===== config.mk =====
export PLATFORM = sky130hd
export DESIGN_NAME = seq_divider_32
export DESIGN_NICKNAME = d
export VERILOG_FILES = /design/src/rtl/seq_divider_32.sv
export SDC_FILE = /design/constraint.sdc
export NUM_CORES = 1
export LEC_CHECK = 0
export ABC_AREA = 0
export BUFFER_PORTS_ARGS = -buffer_cell sky130_fd_sc_hd__buf_2
export CELL_PAD_IN_SITES_DETAIL_PLACEMENT = 1
export CELL_PAD_IN_SITES_GLOBAL_PLACEMENT = 2
export CORE_UTILIZATION = 31
export DETAILED_ROUTE_END_ITERATION = 6
export PLACE_DENSITY = 0.72
export SLEW_MARGIN = 25
export SYNTH_ARGS = -nofsm -noshare
export SYNTH_HDL_FRONTEND = slang
export SYNTH_SLANG_ARGS = --single-unit

===== constraint.sdc =====
create_clock -name clk -period 4.5 [get_ports clk]
set_input_delay 0.45 -clock clk [delete_from_list [all_inputs] [get_ports clk]]
set_output_delay 0.45 -clock clk [all_outputs]
set_load 0.05 [all_outputs]

===== src/rtl/seq_divider_32.sv =====
// Multi-cycle radix-2 restoring divider, signed or unsigned, one quotient bit per clock.
// The no-borrow decision comes from the carry-out of a 32-bit subtract (a + ~b + 1).
//
// state | meaning
// IDLE  | waiting for start
// PREP  | zero-divisor check, magnitudes and sign bookkeeping
// ITER  | 32 shift/subtract steps
// FIXUP | apply result signs
// DONE  | one-cycle done pulse; start accepted here too
module seq_divider_32 #(
  parameter int WIDTH = 32,
  parameter int ITER  = 32
) (
  input  logic             clk,
  input  logic             rst,
  input  logic             start,
  input  logic             is_signed,
  input  logic [WIDTH-1:0] dividend,
  input  logic [WIDTH-1:0] divisor,
  output logic             busy,
  output logic             done,
  output logic [WIDTH-1:0] quotient,
  output logic [WIDTH-1:0] remainder,
  output logic             div_by_zero
);

  localparam int CW = $clog2(ITER);
  localparam logic [CW-1:0] LAST = CW'(ITER - 1);

  typedef enum logic [2:0] {S_IDLE, S_PREP, S_ITER, S_FIXUP, S_DONE} state_t;

  state_t           state, state_nx;
  logic [WIDTH-1:0] dvd_r, dvs_r, q_reg, rem;
  logic             sgn_r, neg_q, neg_r;
  logic [CW-1:0]    cnt;

  logic             accept;
  logic [WIDTH-1:0] dvd_mag, dvs_mag, rem_sh, sum_dif;
  logic [WIDTH:0]   sub_full;
  logic             no_borrow;

  function automatic logic [WIDTH-1:0] neg2(input logic [WIDTH-1:0] x);
    return ~x + WIDTH'(1);
  endfunction

  always_comb begin
    accept    = start && (state == S_IDLE || state == S_DONE);
    dvd_mag   = (sgn_r && dvd_r[WIDTH-1]) ? neg2(dvd_r) : dvd_r;
    dvs_mag   = (sgn_r && dvs_r[WIDTH-1]) ? neg2(dvs_r) : dvs_r;
    rem_sh    = {rem[WIDTH-2:0], q_reg[WIDTH-1]};
    // carry-out of rem_sh + ~dvs_mag + 1 is set exactly when rem_sh >= dvs_mag
    sub_full  = {1'b0, rem_sh} + {1'b0, ~dvs_mag} + (WIDTH+1)'(1);
    sum_dif   = sub_full[WIDTH-1:0];
    no_borrow = sub_full[WIDTH];
  end

  always_comb begin
    state_nx = state;
    busy     = 1'b0;
    done     = 1'b0;
    case (state)
      S_IDLE:  if (start) state_nx = S_PREP;
      S_PREP: begin
        busy     = 1'b1;
        state_nx = (dvs_r == '0) ? S_DONE : S_ITER;
      end
      S_ITER: begin
        busy = 1'b1;
        if (cnt == LAST) state_nx = S_FIXUP;
      end
      S_FIXUP: begin
        busy     = 1'b1;
        state_nx = S_DONE;
      end
      S_DONE: begin
        done     = 1'b1;
        state_nx = start ? S_PREP : S_IDLE;
      end
      default: state_nx = S_IDLE;
    endcase
  end

  always_ff @(posedge clk) begin
    if (rst) begin
      state       <= S_IDLE;
      dvd_r       <= '0;
      dvs_r       <= '0;
      sgn_r       <= 1'b0;
      q_reg       <= '0;
      rem         <= '0;
      cnt         <= '0;
      neg_q       <= 1'b0;
      neg_r       <= 1'b0;
      quotient    <= '0;
      remainder   <= '0;
      div_by_zero <= 1'b0;
    end else begin
      state <= state_nx;
      if (accept) begin
        dvd_r       <= dividend;
        dvs_r       <= divisor;
        sgn_r       <= is_signed;
        div_by_zero <= 1'b0;
      end
      case (state)
        S_PREP: begin
          if (dvs_r == '0) begin
            quotient    <= '1;
            remainder   <= dvd_r;
            div_by_zero <= 1'b1;
          end else begin
            q_reg <= dvd_mag;
            rem   <= '0;
            cnt   <= '0;
            neg_q <= sgn_r && (dvd_r[WIDTH-1] ^ dvs_r[WIDTH-1]);
            neg_r <= sgn_r && dvd_r[WIDTH-1];
          end
        end
        S_ITER: begin
          rem   <= no_borrow ? sum_dif : rem_sh;
          q_reg <= {q_reg[WIDTH-2:0], no_borrow};
          cnt   <= cnt + CW'(1);
        end
        S_FIXUP: begin
          quotient  <= neg_q ? neg2(q_reg) : q_reg;
          remainder <= neg_r ? neg2(rem) : rem;
        end
        default: ;
      endcase
    end
  end

endmodule


==> impl_metrics.toml <==
[flow_run]
cap_violations = 0

[sta]
slew_viol_final = 0
fin_crit_sh_pct = 96.7
tightestPinTransition_ps = 908
rsz0062_at_grt = "true"
hold_viol_final = 0
max_freq_mhz = 230
finalSetupViolCount = 0
setup_tns_ps = 0
relSlewSlack_pct = 39.4
clock_skew_ps = 9.10
min_period_ps = 4350

[cts]
clk_pin_slew_ps = 60
cts_made_buffers = 25
cts-root-buf = "clkbuf_16"
clock_latency_ps = 550
cts_max_level = 1
cts_tree = "yes"
cts_buffer_depth = 3
cts.sinks = 204

[place]
placedCellCount = 2089
gp_congestion = 0.869
dpl.hpwl_um = 32600
place_area_um2 = 13200
io_buffers = 134

[pwr]
power_frac_seq_pct = 39.9
ir_worst_vdd_mv = 0.264
p_sw_uw = 1540
leakage_uw = 0.00575
clkPwrFrac_pct = 39.2
p_int_uw = 3410
swShare_pct = 31.2
powerDensity_nw_per_um2 = 347
fin_total_pwr_uw = 4950
power_frac_comb_pct = 20.9

[routing]
top_layer = "met4"
drc = 0
wl_met1_um = 18500
drt_iter0_drc = 481
vias = 11500
routed_via_density = 5.35
finalWirelength_um = 42200
met2WireLength_um = 21800
ant_nets = 0
wl_per_cell_um = 19.7
dr.pass1.iters = 5
met3_length_um = 1010

[outcome]
status = "finished clean"

[logic_synthesis]
syn-cell-area_um2 = 11600
yosysSeqAreaShare_pct = 35.1
synth_edf_count = 0
synth.area.top_cells = "dfxtp_1 (35%), nand2_1 (7.1%), a21oi_1 (6.7%)"
synth_nets = 1600
syn-mean-instance-area_um2 = 7.79
synth_top_cell_area_share_pct = 35.1
async_flop_share_pct = 0
synthCells = 1493
yosysTopAreaCell = "dfxtp_1"
ys_types = 61
synth_warnings = 0
yosys_register_bits = 204
synthFlopType = "dfxtp_1"

[worst_setup_path]
cp_data_required_time_ps = 4980
worstPathArrival_ps = 4830
end_kind = "register"
reg2reg_to = "rem[12]$_SDFFE_PP0P_"
worstSetupStartpointType = "register"
slowest_delay_ps = 570
regToRegSetupSlack_ps = 150
path_max_fanout = 5
crit_slowest_cell = "or4_4"
regToRegStartpoint = "dvs_r[9]$_SDFFE_PP0P_"
worst-setup-path-type = "register to register"
crit_chain = "or4_4 > or4_4 > nor2_4 > nand2_4 > nor2_4 > nor2_1 > xnor2_1 > ha_1 > a21oi_2 > o21ai_2 > or3_1 > o21ai_2 > a31oi_1 > buf_4 > nor3_4 > clkbuf_16 > a22oi_1 > o21ai_1"
r2r_cells = 18

[floorplan]
die_w_um = 196
row_count = 70
pin_count = 135
die_h_um = 196
coreArea_um2 = 36800
start_util_pct = 31.6
die_area_um2 = 38300

[global_routing]
antenna_found_initial = 0
overflow = 0
grt_pass1_wl_um = 66000
grt_util_all_layers_pct = 21.9
grt_max_degree = 82
grt_pass1_vias = 11700

[hold_path]
worstHoldStart = "divisor[9]"
hold_depth = 3
hold_class = "primary input to register"
min_to = "dvs_r[9]$_SDFFE_PP0P_"

[cells_and_area]
fin_nets = 1767
nFillCells = 4477
drive_above_1_share_pct = 19.3
finalNonFillerCells = 2143
area_delta_synth_final_pct = 22.8
final_area_um2 = 14300
n_antenna_cell = 0
==> power groups by stage <==
| stage | Sequential (uW) | Combinational (uW) | Clock (uW) |
|---|---|---|---|
| floorplan | 2030 | 599 | 0 |
| global placement | 2010 | 983 | 0 |
| detailed placement | 2020 | 993 | 0 |
| CTS | 1980 | 1010 | 2000 |
| global route | 1990 | 1140 | 2070 |
| finish | 1980 | 1030 | 1940 |
==> cell usage in the layout, fill, tap and decap left out, types with 9 or more instances in the layout <==
cell,n
nor2b_1,9
dfxtp_1,201
o21ai_1,21
a31oi_1,14
nor3_1,37
buf_2,133
xnor2_1,75
nand2_1,215
o31ai_1,19
and2_1,9
or3_1,13
o221a_2,10
nand2b_1,17
clkbuf_16,26
inv_1,21
a22oi_1,32
nand3_1,15
nor4_1,10
a221oi_1,45
or4_1,9
buf_4,90
o41ai_1,12
a311oi_1,10
nor2_1,167
xor2_1,70
a211oi_1,16
ha_1,38
a21oi_1,152
o21ai_0,53
==> synthesized netlist by cell type (11+ instances only) <==
library cell    n
xor2_1         70
a21oi_1       156
ha_1           38
o41ai_1        12
o21ai_0        76
a31oi_1        14
inv_1          21
and2_1         11
dfxtp_1       204
or4_1          11
nor2_1        170
o31ai_1        21
clkbuf_1       76
a211oi_1       17
nand3_1        15
xnor2_1        75
nor3_1         39
nand2b_1       17
nand2_1       220
a221oi_1       45
a22oi_1        32
or3_1          13
==> cells by family after synthesis <==
kind of cell	share of synthesized area, %
AND/OR/NAND/NOR	20.9
AO/OA/AOI/OAI	24.8
flip-flops	35.1
XOR/XNOR	10.9
buffers and inverters	3.74
adder cells (fa/ha/maj)	4.26
multiplexers	0.172
==> area by class of cell <==
class / count / area, um^2 / area share [%]
multi-input cells: 1177 / 7280 / 51.0
inverters: 21 / 78.8 / 0.552
flip-flops and latches: 204 / 4090 / 28.6
repair buffers: 231 / 1470 / 10.3
well taps: 468 / 586 / 4.10
clock inverters: 7 / 77.6 / 0.543
clock buffers: 35 / 693 / 4.85
==> routing by layer <==
| layer | global-route usage [%] | vias up |
|---|---|---|
| li1 | - | 5692 |
| met1 | 26.5 | 5573 |
| met2 | 40.8 | 150 |
| met3 | 2.56 | 51 |
| met4 | 5.13 | 0 |
| met5 | 0 | - |
==> worst max-delay path by stage <==
| stage | from | end | slack (ps) |
|---|---|---|---|
| 5_1_grt | dvs_r[9]$_SDFFE_PP0P_ | rem[15]$_SDFFE_PP0P_ | -40 |
| 4_1_cts | dvs_r[6]$_SDFFE_PP0P_ | rem[30]$_SDFFE_PP0P_ | 2 |
| 2_1_floorplan | dvs_r[6]$_SDFFE_PP0P_ | rem[25]$_SDFFE_PP0P_ | 170 |
| 3_3_place_gp | dvs_r[6]$_SDFFE_PP0P_ | rem[20]$_SDFFE_PP0P_ | -170 |
| 6_report | dvs_r[9]$_SDFFE_PP0P_ | rem[12]$_SDFFE_PP0P_ | 150 |
| 3_5_place_dp | dvs_r[6]$_SDFFE_PP0P_ | rem[15]$_SDFFE_PP0P_ | -380 |
==> repair_timing <==
action | CTS | global route
pin swaps | 0 | 17
cloned | 0 | 2
buffers inserted | 0 | 11
setup endpoints to repair | 31 | 33
hold buffers | 0 | 0
resized for setup | 8 | 54
==> critical path: cells and delay by family, from the launching register on <==
kind / cells / cell delay [ps]
AOI/OAI and AO/OA: 6 / 700
xor gates and xnor gates: 1 / 120
adders and majority gates: 1 / 350
buffers and inverters: 2 / 400
DFF: 1 / 320
and+or+nand+nor: 8 / 2390
==> metrics by stage <==
step           hold slack [ps]  utilization [%]  worst slack (ps)
3_3_place_gp               450             35.9              -174
3_5_place_dp               458             35.9              -377
5_1_grt                    116             38.8             -36.1
4_1_cts                    107             38.1              2.02
2_1_floorplan              452                -               171
6_report                   128             38.8               150
Power figures use the tool's default switching activity.
